`config.mk`:
```
export PLATFORM = sky130hd
export DESIGN_NAME = fetch_unit
export DESIGN_NICKNAME = d
export VERILOG_FILES = /design/src/rtl/fetch_unit.sv
export SDC_FILE = /design/constraint.sdc
export NUM_CORES = 1
export LEC_CHECK = 0
export ABC_AREA = 1
export BUFFER_PORTS_ARGS = -buffer_cell sky130_fd_sc_hd__buf_2
export CAP_MARGIN = 20
export CORE_MARGIN = 8
export CORE_UTILIZATION = 50
export CTS_CLUSTER_DIAMETER = 40
export CTS_CLUSTER_SIZE = 10
export DETAILED_ROUTE_END_ITERATION = 10
export PLACE_DENSITY = 0.7
export RECOVER_POWER = 50
export SLEW_MARGIN = 20
export SYNTH_ARGS = -nofsm -noshare
export SYNTH_HDL_FRONTEND = slang
export SYNTH_SLANG_ARGS = --single-unit
```
`constraint.sdc`:
```
create_clock -name clk -period 3.65 [get_ports clk]
set_clock_uncertainty 0.2 [all_clocks]
set_input_delay 0.5475 -clock clk [delete_from_list [all_inputs] [get_ports clk]]
set_output_delay 0.5475 -clock clk [all_outputs]
set_load 0.03 [all_outputs]
```
`src/rtl/fetch_unit.sv`:
```
// Instruction fetch stage: PC, 1-cycle imem read, credit-controlled output FIFO with redirect flush.
// Optional FETCH_STALL_CNT_EN adds o_stall_cycles, counting decoder-ready cycles with nothing to deliver.
module fetch_unit #(
    parameter int                PC_W     = 9,
    parameter int                INSTR_W  = 32,
    parameter int                DEPTH    = 4,
    parameter logic [PC_W-1:0]   RESET_PC = '0
) (
    input  logic               clk,
    input  logic               reset,
    input  logic               redirect_valid,
    input  logic [PC_W-1:0]    redirect_pc,
    output logic               imem_en,
    output logic [PC_W-1:0]    imem_addr,
    input  logic [INSTR_W-1:0] imem_rdata,
    output logic [INSTR_W-1:0] o_instruction,
    output logic [PC_W-1:0]    o_pc,
    output logic               o_valid,
`ifdef FETCH_STALL_CNT_EN
    output logic [31:0]        o_stall_cycles,
`endif
    input  logic               i_ready
);
    localparam int CW = $clog2(DEPTH);

    logic [PC_W-1:0]    pc_q;
    logic [PC_W-1:0]    captured_pc;
    logic               inflight;
    logic [CW:0]        count;
    logic [CW-1:0]      rd_ptr;
    logic [CW-1:0]      wr_ptr;
    logic [INSTR_W-1:0] mem_instr [DEPTH];
    logic [PC_W-1:0]    mem_pc    [DEPTH];

    logic               pop;
    logic               push;
    logic               issue;
    logic [CW+1:0]      need;

    assign o_valid       = (count != '0);
    assign o_instruction = mem_instr[rd_ptr];
    assign o_pc          = mem_pc[rd_ptr];

    assign pop  = o_valid & i_ready;
    assign push = inflight & ~redirect_valid;

    // Credits include the word in flight, so a push can never land on a full FIFO.
    assign need  = {1'b0, count} + (CW+2)'(inflight) - (CW+2)'(pop);
    assign issue = ~redirect_valid & (need < (CW+2)'(DEPTH));

    assign imem_en   = issue;
    assign imem_addr = pc_q;

    always_ff @(posedge clk) begin
        if (reset) begin
            pc_q        <= RESET_PC;
            captured_pc <= RESET_PC;
            inflight    <= 1'b0;
            count       <= '0;
            rd_ptr      <= '0;
            wr_ptr      <= '0;
        end else if (redirect_valid) begin
            pc_q     <= redirect_pc & ~PC_W'(3);
            inflight <= 1'b0;
            count    <= '0;
            rd_ptr   <= '0;
            wr_ptr   <= '0;
        end else begin
            if (pop) begin
                rd_ptr <= rd_ptr + 1'b1;
            end
            if (push) begin
                wr_ptr <= wr_ptr + 1'b1;
            end
            if (push && !pop) begin
                count <= count + 1'b1;
            end else if (pop && !push) begin
                count <= count - 1'b1;
            end
            if (issue) begin
                pc_q        <= pc_q + PC_W'(4);
                captured_pc <= pc_q;
                inflight    <= 1'b1;
            end else begin
                inflight <= 1'b0;
            end
        end
    end

    always_ff @(posedge clk) begin
        if (!reset && push) begin
            mem_instr[wr_ptr] <= imem_rdata;
            mem_pc[wr_ptr]    <= captured_pc;
        end
    end

    always_ff @(posedge clk) begin
        if (!reset && push) begin
            assert (count < (CW+1)'(DEPTH))
            else $error("fetch_unit: push into full FIFO");
        end
    end

`ifdef FETCH_STALL_CNT_EN
    always_ff @(posedge clk) begin
        if (reset) begin
            o_stall_cycles <= '0;
        end else if (i_ready && !o_valid) begin
            o_stall_cycles <= o_stall_cycles + 32'd1;
        end
    end
`endif

endmodule

```
==> impl_summary.txt, run 1 <==
----------------------------------------------------
[Power and ir drop]
  IR drop worst, VDD ... 0.304 mV
  Power per cell area ... 522 nW/um2
  Leakage power ... 2.94 nW
  Final Total Pwr ... 4.29 mW

[Critical path]
  Worst Path Required ... 2900 ps
  Critical path startpoint category ... register
  Cell type with the highest occurrence count on the critical path ... sky130_fd_sc_hd__inv_1
  Cell with the biggest individual delay on the critical path ... sky130_fd_sc_hd__dfxtp_1
  Crit-path cells ... inv_1 > nand3_1 > nand2_1 > inv_1 > ha_1 > inv_1 > ha_1 > nand3_1 > nand2_1 > nand2_1 > nand3_2 > inv_1 > buf_2
  Arrival time worst endpoint ... 2560 ps
  Setup Crit Path Kind ... register to output pin
  Buffer and inverter count on the worst path ... 5
  Critical Path End Type ... output pin
  Maximum fanout count along the critical path ... 15
  Longest individual stage delay on the worst path ... 390 ps
  Cell family contributing the most delay on the critical path ... simple AND/OR/NAND/NOR gates

[Timing]
  Final-report hold violation count ... 0
  Highest attainable clock frequency ... 303 MHz
  Final slew viol count ... 0
  Setup repair after global routing missed its margin ... false
  Worst hold-check slack ... 173 ps
  Worst slew pin tran ... 881 ps
  Final setup violation count ... 0
  Slew HR ... 41.1%
  Final Worst Setup Slack ... 345 ps
  Final worst-path cycle share ... 90.6%
  Setup total negative slack ... 0 ps
  Minimum clock period ... 3310 ps

[Placed design]
  Total half-perimeter wirelength after legalization and detailed placement ... 8920 um
  Placed Cells incl. Taps ... 826
  Port bufs ... 90
  Global placer's final weighted congestion ... 0.785
  Placement-stage cell area ... 7750 um2
  Setup Slack @ Placement ... 776 ps

[Clock tree]
  # hold bufs at CTS ... 0
  Number of H-tree levels ... 4
  Number of CTS-inserted buffers ... 17
  Post-cts gate resize count ... 0
  Worst skew pair latency ... 420 ps
  Number of sinks on the clock net ... 180
  CTS root buffer ... sky130_fd_sc_hd__clkbuf_16
  Clock tree from TritonCTS ... built
  Clock Pin Slew Worst Setup and Hold Paths ... 60 ps
  Number of setup buffers added after CTS ... 0
  Bufs on Longest Clock Path ... 2

[Global routing]
  Gr usage total ... 16.1%
  Total congestion overflow ... 0
  Vias in the first global route ... 4502
  Largest net degree at the start of global routing ... 79
  Wire length of the first global-routing pass ... 22700 um
  Antenna violations before repair ... 0

[Detailed routing]
  DRC violation total after the first TritonRoute iteration ... 315
  Total iterations of the first detailed-routing run ... 5
  Routed vias/inst ... 5.36
  Wire length per cell after detailed routing ... 17.0 um
  Detail Route Antenna Nets ... 0
  Detailed-route via count ... 4599
  Wire length after detailed routing ... 14600 um
  DR DRC count ... 0

[Die]
  Area enclosed by the die boundary ... 18200 um2
  Initial Util ... 51.0%
  Floorplan die height ... 135 um
  Chip width ... 135 um
  Row count ... 43
  I/O pin count ... 97
  Total core area ... 13900 um2

[Synthesis]
  Average instance area after synthesis ... 12.3 um2
  Sequential share of the synthesized area ... 72.9%
  Post-synthesis cell type count ... 24
  Biggest area contributors in the synthesized netlist ... sky130_fd_sc_hd__edfxtp_1, sky130_fd_sc_hd__dfxtp_1, sky130_fd_sc_hd__o21ai_0
  Cell with the most instances after synthesis ... sky130_fd_sc_hd__edfxtp_1
  Post-synthesis cell area ... 7080 um2
  Cell type contributing the most total cell area after synthesis ... sky130_fd_sc_hd__edfxtp_1
  Area share of the largest cell type after synthesis ... 66.1%
  Most common flop cell mapped by yosys ... sky130_fd_sc_hd__edfxtp_1
  Number of synthesis warnings ... 0
  Async set or reset register ratio after synthesis ... 0%
  Post-synth EDFFs ... 156
  Commonest cells in the netlist ... sky130_fd_sc_hd__edfxtp_1, sky130_fd_sc_hd__nor2_1, sky130_fd_sc_hd__o21ai_0, sky130_fd_sc_hd__nand2_1, sky130_fd_sc_hd__o22ai_1
  Gate Count Post-Synth ... 578
  Post-synthesis sequential element count ... 180

[Cells and area]
  Final Net Count ... 720
  Design area ... 8220 um2
  Share of layout cells above drive strength 1 ... 13.6%
  # fillers ... 1142
  Count of antenna diodes in the layout ... 0
  Number of standard cells in the final layout excluding fillers ... 858
  Sequential cell area ... 5170 um2
  Utilization after layout ... 59.2%
  Area used by multi-input combinational logic ... 1630 um2
  Area delta synth->final ... 16.0%

[Job]
  # Max-Cap Violations ... 0

[Outcome]
  Outcome ... finished, final reports clean

[Hold path]
  Hold Path Class ... input pin to register

----------------------------------------------------
[flip-flops by register name, summed over array words and instances (netlist names), named ones only]
register / flops
count: 3
mem_pc: 28
wr_ptr: 2
mem_instr: 128
inflight: 1
imem_addr: 7
captured_pc: 7
rd_ptr: 2
[worst register-to-register path: stages (launching register included)]
cell,delay (ps)
sky130_fd_sc_hd__dfxtp_1,390
sky130_fd_sc_hd__inv_1,100
sky130_fd_sc_hd__nand3_1,110
sky130_fd_sc_hd__nand2_1,80
sky130_fd_sc_hd__inv_1,130
sky130_fd_sc_hd__ha_1,160
sky130_fd_sc_hd__inv_1,40
sky130_fd_sc_hd__ha_1,270
sky130_fd_sc_hd__nand3_1,80
sky130_fd_sc_hd__nand2_1,60
sky130_fd_sc_hd__nand2_1,100
sky130_fd_sc_hd__nand3_2,250
sky130_fd_sc_hd__o21ai_0,250
sky130_fd_sc_hd__nor2_1,50
[kinds of logic (layout without fill, tap and decap cells)]
| family | after synthesis | count (layout) | share of synthesized area (%) |
|---|---|---|---|
| AOI/OAI and AO/OA | 146 | 146 | 11.2 |
| other | 1 | 4 | 0.0530 |
| adders and majority gates | 10 | 10 | 1.87 |
| DFF | 180 | 180 | 72.9 |
| and+or+nand+nor | 172 | 172 | 9.65 |
| buffers and inverters | 69 | 166 | 4.28 |
[where the power goes]
group / internal [mW] / total (mW) / switching (mW)
sequential: 2.28 / 2.31 / 0.0335
clock: 0.934 / 1.66 / 0.730
combinational: 0.0877 / 0.311 / 0.223
[per-layer routing]
layer	vias up	global-route usage (%)	routed length, um
li1	2225	-	-
met1	2229	19.8	6330
met2	127	26.8	7210
met3	18	4.27	797
met4	0	6.11	235
met5	-	0	0
[path summary, 6_finish.rpt]
check,endpoint,slack (ps),depth (start not counted),startpoint
hold / removal,mem_instr[2][25],170,1,imem_rdata[25]
setup / recovery,imem_en,340,13,count[1]
setup reg to reg,captured_pc[2],1270,13,count[1]
hold reg to reg,rd_ptr[0],270,1,rd_ptr[0]
[final cells by class]
cell class,instances,area share [%]
tap,180,2.74
clock inverter,13,1.34
inverter,36,1.64
sequential,180,62.9
timing repair buffer,98,6.36
clock buffer,19,5.27
multi-input combinational,332,19.8
[cells in the final DEF, fill, tap and decap left out, types with 2 or more instances in the layout]
master / n
sky130_fd_sc_hd__nand2_1: 46
sky130_fd_sc_hd__o22ai_1: 39
sky130_fd_sc_hd__nand2_2: 3
sky130_fd_sc_hd__buf_4: 3
sky130_fd_sc_hd__buf_2: 50
sky130_fd_sc_hd__nor2_1: 104
sky130_fd_sc_hd__o21ai_0: 86
sky130_fd_sc_hd__clkinv_1: 3
sky130_fd_sc_hd__inv_1: 34
sky130_fd_sc_hd__conb_1: 4
sky130_fd_sc_hd__a21oi_1: 15
sky130_fd_sc_hd__clkinvlp_4: 5
sky130_fd_sc_hd__edfxtp_1: 156
sky130_fd_sc_hd__clkbuf_16: 17
sky130_fd_sc_hd__o21bai_1: 3
sky130_fd_sc_hd__nand3_1: 17
sky130_fd_sc_hd__ha_1: 9
sky130_fd_sc_hd__inv_6: 2
sky130_fd_sc_hd__clkbuf_1: 42
sky130_fd_sc_hd__inv_2: 2
sky130_fd_sc_hd__buf_12: 5
sky130_fd_sc_hd__dfxtp_1: 23
No activity file was read; power rests on OpenSTA's default activity.
==> inputs of run 2 (changes only) <==
--- a/config.mk
+++ b/config.mk
@@ -13,7 +13,7 @@
 export CTS_CLUSTER_DIAMETER = 40
 export CTS_CLUSTER_SIZE = 10
 export DETAILED_ROUTE_END_ITERATION = 10
-export PLACE_DENSITY = 0.7
+export PLACE_DENSITY = 0.71
 export RECOVER_POWER = 50
 export SLEW_MARGIN = 20
 export SYNTH_ARGS = -nofsm -noshare
==> run 2 against run 1 <==
  * Wire length increased by 0.16%
  * Clock-buffer cell count increased by 6
  * Power increased by 4.8%
  * First-iteration DRC count increased by 33%
  * Die area unchanged
  * Sequential power about the same
  * Worst setup slack improved by 7.4 ps
  * Cell count increased by 0.47%
  * Clock power increased by 13%
  * Sequential share of layout area decreased by 0.58 points
  * Flip-flop and latch count unchanged
  * Combinational power about the same
==> impl_summary.txt, run 2 (same netlist as run 1, synthesis figures left out) <==
----------------------------------------------------
[Outcome]
  Outcome ... finished, final reports clean

[Cells and area]
  Highest-count cells in the layout ignoring fill and taps ... sky130_fd_sc_hd__edfxtp_1, sky130_fd_sc_hd__nor2_1, sky130_fd_sc_hd__o21ai_0
  Most common cell after layout, fill and taps aside ... sky130_fd_sc_hd__edfxtp_1
  Max FFs per register ... 128 (unchanged)
  Final Net Count ... 724 (+0.56%)
  Area delta synth->final ... 17.1%
  Count of antenna diodes in the layout ... 0 (unchanged)
  Top reg by flops ... mem_instr
  Number of standard cells in the final layout excluding fillers ... 862 (+0.47%)
  Share of layout cells above drive strength 1 ... 14.7% (+1.1 points)
  Largest registers ... mem_instr x128, mem_pc x28

[Clock tree]
  Number of H-tree levels ... 4 (unchanged)
  Post-cts gate resize count ... 0 (unchanged)
  Bufs on Longest Clock Path ... 2 (unchanged)
  Number of setup buffers added after CTS ... 0 (unchanged)
  Worst skew pair latency ... 420 ps (about the same)
  Number of sinks on the clock net ... 180 (unchanged)
  CTS root buffer ... sky130_fd_sc_hd__clkbuf_16
  Clock tree from TritonCTS ... built
  Number of CTS-inserted buffers ... 17 (unchanged)
  # hold bufs at CTS ... 0 (unchanged)
  Clock Pin Slew Worst Setup and Hold Paths ... 60 ps (about the same)

[Timing]
  Setup total negative slack ... 0 ps (unchanged)
  Final worst-path cycle share ... 90.4% (-0.20 points)
  Final slew viol count ... 0 (unchanged)
  Setup repair after global routing missed its margin ... false
  Final-report hold violation count ... 0 (unchanged)
  Worst slew pin tran ... 1020 ps (+135 ps)
  Minimum clock period ... 3300 ps (-7.42 ps)
  Final setup violation count ... 0 (unchanged)
  Slew HR ... 32.0% (-9.1 points)
  Highest attainable clock frequency ... 303 MHz (+0.23%)

[Global routing]
  Total congestion overflow ... 0 (unchanged)
  Antenna violations before repair ... 1 (+1)
  Largest net degree at the start of global routing ... 79 (unchanged)
  Gr usage total ... 16.4% (+0.32 points)
  Wire length of the first global-routing pass ... 23100 um (+2.0%)
  Vias in the first global route ... 4490 (-0.27%)

[Detailed routing]
  Post-Route M1 WL ... 6310 um (-0.44%)
  DRC violation total after the first TritonRoute iteration ... 418 (+33%)
  Detail Route Antenna Nets ... 0 (unchanged)
  Wire length per cell after detailed routing ... 16.9 um (-0.30%)
  Met2 wire length ... 7080 um (-1.8%)
  Detailed-route via count ... 4576 (-0.50%)
  Highest metal layer with signal wires ... met5
  Total iterations of the first detailed-routing run ... 4 (-1)
  Wire length after detailed routing ... 14600 um (+0.16%)
  Routed vias/inst ... 5.31 (-0.96%)
  DR DRC count ... 0 (unchanged)
  Total length of routed met3 wires ... 959 um (+20%)

[Hold path]
  Launch point of the worst hold path ... imem_rdata[31]
  Worst hold endpoint ... mem_instr[2][31]
  Worst hold path cell count ... 1 (unchanged)
  Hold Path Class ... input pin to register

[Critical path]
  Setup Crit Path Kind ... register to output pin
  Worst Path Required ... 2900 ps (about the same)
  Launch instance of the worst register-to-register path ... count[1]
  Maximum fanout count along the critical path ... 15 (unchanged)
  Cell family contributing the most delay on the critical path ... simple AND/OR/NAND/NOR gates
  Longest individual stage delay on the worst path ... 380 ps (about the same)
  Cell with the biggest individual delay on the critical path ... sky130_fd_sc_hd__dfxtp_1
  Register-to-Register Path Depth ... 14 (+1)
  Cell type with the highest occurrence count on the critical path ... sky130_fd_sc_hd__inv_1
  Buffer and inverter count on the worst path ... 6 (+1)
  Arrival time worst endpoint ... 2550 ps (about the same)
  Reg-to-Reg End ... captured_pc[2]
  Critical path startpoint category ... register
  Critical Path End Type ... output pin
  Crit-path cells ... inv_1 > nand3_1 > nand2_1 > inv_1 > ha_1 > inv_1 > ha_1 > nand3_1 > nand2_1 > inv_1 > nand2_2 > nand3_2 > inv_1 > buf_2
  Slack of the worst reg-to-reg path ... 1240 ps (-30 ps)

[Power and ir drop]
  Power per cell area ... 542 nW/um2 (+3.9%)
  Leakage power ... 3.03 nW (+2.9%)
  Final Total Pwr ... 4.50 mW (+4.8%)
  IR drop worst, VDD ... 0.290 mV (-4.8%)

[Die]
  Floorplan die height ... 135 um (unchanged)
  Row count ... 43 (unchanged)
  Area enclosed by the die boundary ... 18200 um2 (unchanged)
  I/O pin count ... 97 (unchanged)
  Total core area ... 13900 um2 (unchanged)
  Initial Util ... 51.0% (unchanged)
  Chip width ... 135 um (unchanged)

[Placed design]
  Global placer's final weighted congestion ... 0.784 (about the same)
  Total half-perimeter wirelength after legalization and detailed placement ... 9050 um (+1.5%)
  Placed Cells incl. Taps ... 830 (+0.48%)
  Port bufs ... 90 (unchanged)

[Job]
  # Max-Cap Violations ... 0 (unchanged)

----------------------------------------------------
## run 2: changes by cell type in the layout (fill, tap and decap cells not counted)
cell                         previous run  this run
sky130_fd_sc_hd__clkbuf_16             17        23
sky130_fd_sc_hd__clkinv_1               3         0
sky130_fd_sc_hd__bufinv_16              1         0
sky130_fd_sc_hd__buf_12                 5         1
sky130_fd_sc_hd__clkbuf_1              42        41
sky130_fd_sc_hd__inv_4                  0         3
sky130_fd_sc_hd__clkinvlp_4             5         0
sky130_fd_sc_hd__inv_6                  2         1
sky130_fd_sc_hd__clkbuf_8               0         1
sky130_fd_sc_hd__buf_4                  3        11
sky130_fd_sc_hd__clkinv_2               1         2
## run 2: how the worst max path moves through the flow
stage / start / endpoint / slack (ps) / cells past startpoint
after floorplan: reset / mem_instr[0][0] / 300 / 4
after global placement: i_ready / imem_en / 800 / 12
after detailed placement: i_ready / imem_en / 760 / 13
after CTS: count[1] / imem_en / 330 / 14
after global routing: count[1] / imem_en / 80 / 13
final: count[1] / imem_en / 350 / 14
## run 2: metrics by stage
| stage | setup WS (ps) | hold WS, ps | cell area [um2] | util (%) |
|---|---|---|---|---|
| 6_report | 352 | 180 | 8290 | 59.8 |
| 5_1_grt | 80.3 | 173 | 8290 | 59.8 |
| 4_1_cts | 330 | 116 | 8370 | 60.3 |
| 3_5_place_dp | 756 | 262 | 7730 | 55.7 |
| 3_3_place_gp | 798 | 252 | 7730 | 55.7 |
| 2_1_floorplan | 297 | 236 | 7090 | - |
## run 2: routing by layer
metal	track usage, %	up-vias
li1	-	2239
met1	20.2	2199
met2	26.6	119
met3	4.83	17
met4	6.91	2
met5	0	-
## run 2: area by class of cell
type | count | area (um2)
well taps | 180 | 225
repair buffers | 102 | 503
inverters | 36 | 135
flip-flops and latches | 180 | 5170
clock buffers | 25 | 593
clock inverters | 7 | 46.3
fillers | 1077 | 5590
multi-input cells | 332 | 1630
## run 2: report_power, final
group	total (mW)	leakage, nW	internal, mW	switching [mW]
clock	1.87	0.322	1.14	0.735
combinational	0.311	1.10	0.0867	0.224
sequential	2.31	1.61	2.28	0.0322
total	4.50	3.03	3.50	0.992
==> inputs of run 3 (changes only) <==
--- a/config.mk
+++ b/config.mk
@@ -9,12 +9,12 @@
 export BUFFER_PORTS_ARGS = -buffer_cell sky130_fd_sc_hd__buf_2
 export CAP_MARGIN = 20
 export CORE_MARGIN = 8
-export CORE_UTILIZATION = 50
+export CORE_UTILIZATION = 25
 export CTS_CLUSTER_DIAMETER = 40
 export CTS_CLUSTER_SIZE = 10
 export DETAILED_ROUTE_END_ITERATION = 10
-export PLACE_DENSITY = 0.71
 export RECOVER_POWER = 50
+export SETUP_SLACK_MARGIN = 0.05
 export SLEW_MARGIN = 20
 export SYNTH_ARGS = -nofsm -noshare
 export SYNTH_HDL_FRONTEND = slang
==> run 3 against run 2 <==
  * Global-route usage is 7.2 points lower
  * Cell area is 2.4% higher
  * Register-to-register slack hardly changed
  * Power is 2.3% lower
  * Sequential power hardly changed
  * Sequential share of layout area is 1.5 points lower
  * Wire length is 5.3% higher
  * First-iteration DRC count is 36% lower
  * Die area is 86% higher
  * Via count is 2.6% lower
  * Critical endpoint unchanged
  * Largest power group unchanged
==> impl_summary.txt, run 3 (same netlist as run 1, synthesis figures left out) <==
----------------------------------------------------
[Outcome]
  Outcome ... finished, final reports clean

[Critical path]
  Crit-path cells ... inv_1 > nand3_1 > nand2_1 > inv_1 > ha_1 > inv_1 > ha_1 > nand3_1 > nand2_1 > inv_1 > nand2_2 > nand3_2 > inv_1 > buf_2
  Reg-to-Reg End ... captured_pc[2]
  Buffer and inverter count on the worst path ... 6 (unchanged)
  Register-to-Register Path Depth ... 14 (unchanged)
  Cell with the biggest individual delay on the critical path ... sky130_fd_sc_hd__dfxtp_1
  Longest individual stage delay on the worst path ... 390 ps (about the same)
  Launch instance of the worst register-to-register path ... count[1]
  Worst Path Required ... 2900 ps (about the same)
  Cell type with the highest occurrence count on the critical path ... sky130_fd_sc_hd__inv_1
  Critical path endpoint ... imem_en
  Critical Path End Type ... output pin
  Setup crit start ... count[1]
  Logic depth of the worst setup path including buffers ... 14 (unchanged)
  Setup Crit Path Kind ... register to output pin
  Slack of the worst reg-to-reg path ... 1250 ps (about the same)
  Cell family contributing the most delay on the critical path ... simple AND/OR/NAND/NOR gates
  Maximum fanout count along the critical path ... 15 (unchanged)
  Critical path startpoint category ... register
  Arrival time worst endpoint ... 2510 ps (-40 ps)

[Power and ir drop]
  Sequential share of power ... 52.7% (+1.3 points)
  Cell internal power dissipation ... 3.28 mW (-6.4%)
  Net switching component of the power ... 1.11 mW (+12%)
  Final Total Pwr ... 4.39 mW (-2.3%)
  Comb power frac ... 7.0% (about the same)
  Proportion of power drawn by the clock network ... 40.3% (-1.4 points)
  Leakage power ... 2.97 nW (-1.9%)
  Switching portion of total power ... 25.3% (+3.2 points)
  IR drop worst, VDD ... 0.209 mV (-28%)
  Power per cell area ... 517 nW/um2 (-4.6%)

[Clock tree]
  Number of sinks on the clock net ... 180 (unchanged)
  Number of setup buffers added after CTS ... 0 (unchanged)
  Number of CTS-inserted buffers ... 17 (unchanged)
  Bufs on Longest Clock Path ... 2 (unchanged)
  Post-cts gate resize count ... 0 (unchanged)
  Clock tree from TritonCTS ... built
  Worst skew pair latency ... 420 ps (about the same)
  Number of H-tree levels ... 4 (unchanged)
  # hold bufs at CTS ... 0 (unchanged)
  Clock Pin Slew Worst Setup and Hold Paths ... 70 ps (about the same)
  CTS root buffer ... sky130_fd_sc_hd__clkbuf_16

[Global routing]
  Wire length of the first global-routing pass ... 23900 um (+3.6%)
  Antenna violations before repair ... 2 (+1)
  Vias in the first global route ... 4427 (-1.4%)
  Total congestion overflow ... 0 (unchanged)
  Largest net degree at the start of global routing ... 45 (-43%)
  Gr usage total ... 9.25% (-7.2 points)

[Timing]
  Highest attainable clock frequency ... 307 MHz (+1.2%)
  Final setup violation count ... 0 (unchanged)
  Setup repair after global routing missed its margin ... false
  Final-report hold violation count ... 0 (unchanged)
  Final slew viol count ... 0 (unchanged)
  Worst hold-check slack ... 173 ps (-6.24 ps)
  Worst slew pin tran ... 1160 ps (+146 ps)
  Minimum clock period ... 3260 ps (-37.6 ps)
  Final worst-path cycle share ... 89.3% (-1.0 points)
  Setup total negative slack ... 0 ps (unchanged)
  Slew HR ... 22.5% (-9.5 points)

[Cells and area]
  Area used by multi-input combinational logic ... 1660 um2 (+1.8%)
  Share of layout cells above drive strength 1 ... 15.1% (+0.48 points)
  # fillers ... 2858 (+170%)
  Most common cell after layout, fill and taps aside ... sky130_fd_sc_hd__edfxtp_1
  Utilization after layout ... 30.5% (-29 points)
  Sequential cell area ... 5170 um2 (about the same)
  Final Net Count ... 722 (-0.28%)
  Top reg by flops ... mem_instr
  Largest registers ... mem_instr x128, mem_pc x28
  Highest-count cells in the layout ignoring fill and taps ... sky130_fd_sc_hd__edfxtp_1, sky130_fd_sc_hd__nor2_1, sky130_fd_sc_hd__o21ai_0
  Max FFs per register ... 128 (unchanged)
  Area delta synth->final ... 20.0%
  Count of antenna diodes in the layout ... 0 (unchanged)

[Die]
  Area enclosed by the die boundary ... 34000 um2 (+86%)
  Total core area ... 27900 um2 (+100%)
  Row count ... 61 (+42%)
  Chip width ... 184 um (+37%)
  I/O pin count ... 97 (unchanged)
  Initial Util ... 25.4% (-26 points)
  Floorplan die height ... 184 um (+37%)

[Detailed routing]
  DRC violation total after the first TritonRoute iteration ... 266 (-36%)
  Wire length after detailed routing ... 15400 um (+5.3%)
  Detailed-route via count ... 4459 (-2.6%)
  Total iterations of the first detailed-routing run ... 4 (unchanged)
  Routed vias/inst ... 4.21 (-21%)
  DR DRC count ... 0 (unchanged)
  Detail Route Antenna Nets ... 0 (unchanged)
  Wire length per cell after detailed routing ... 14.5 um (-14%)

[Placed design]
  Port bufs ... 90 (unchanged)
  Total half-perimeter wirelength after legalization and detailed placement ... 9310 um (+2.8%)
  Global placer's final weighted congestion ... 0.788 (+0.50%)

[Hold path]
  Launch point of the worst hold path ... imem_rdata[11]
  Hold Path Class ... input pin to register

[Job]
  # Max-Cap Violations ... 0 (unchanged)

----------------------------------------------------
[run 3: cell types whose count changed in the layout (fill, tap and decap cells not counted), moves of 2 or more]
cell                        previous run  this run
sky130_fd_sc_hd__clkbuf_16            23        17
sky130_fd_sc_hd__inv_8                 0         3
sky130_fd_sc_hd__inv_6                 1         3
sky130_fd_sc_hd__nor2_4                0         4
sky130_fd_sc_hd__clkinv_4              1         4
sky130_fd_sc_hd__buf_4                11         9
sky130_fd_sc_hd__inv_4                 3         0
sky130_fd_sc_hd__nor2_1              104       100
sky130_fd_sc_hd__clkinv_2              2         0
sky130_fd_sc_hd__clkinv_8              0         4
[run 3: area by class of cell]
cell class                 instances  area share [%]
sequential                       180            60.8
multi-input combinational        332            19.5
tap                              378            5.57
timing repair buffer             100            5.55
clock buffer                      17            5.01
clock inverter                    15            1.97
inverter                          36            1.59
[run 3: how the worst min path moves through the flow]
stage	to	slack [ps]	depth (start not counted)
final	mem_instr[0][11]	170	1
after global routing	mem_instr[3][28]	170	1
after CTS	mem_instr[0][11]	100	1
after detailed placement	register	250	2
after global placement	register	250	2
after floorplan	register	240	2
[run 3: power by group through the flow]
stage,clock network (mW),logic [mW],registers (mW)
final,1.77,0.305,2.31
after global routing,1.89,0.345,2.32
after CTS,1.81,0.320,2.31
after detailed placement,0,0.319,2.36
after global placement,0,0.316,2.36
after floorplan,0,0.205,2.36
[run 3: layer usage]
layer	global-route usage [%]	part of all wire, %
met5	0	0.18
met4	3.78	1.7
met3	2.85	6.1
met2	15.8	49
met1	10.6	43
[run 3: through the flow]
stage,setup slack [ps],instances,area [um2]
floorplan,297,581,7090
global placement,772,1026,7970
detailed placement,785,1026,7970
CTS,327,1058,8560
global route,90.1,1058,8500
finish,390,1058,8500
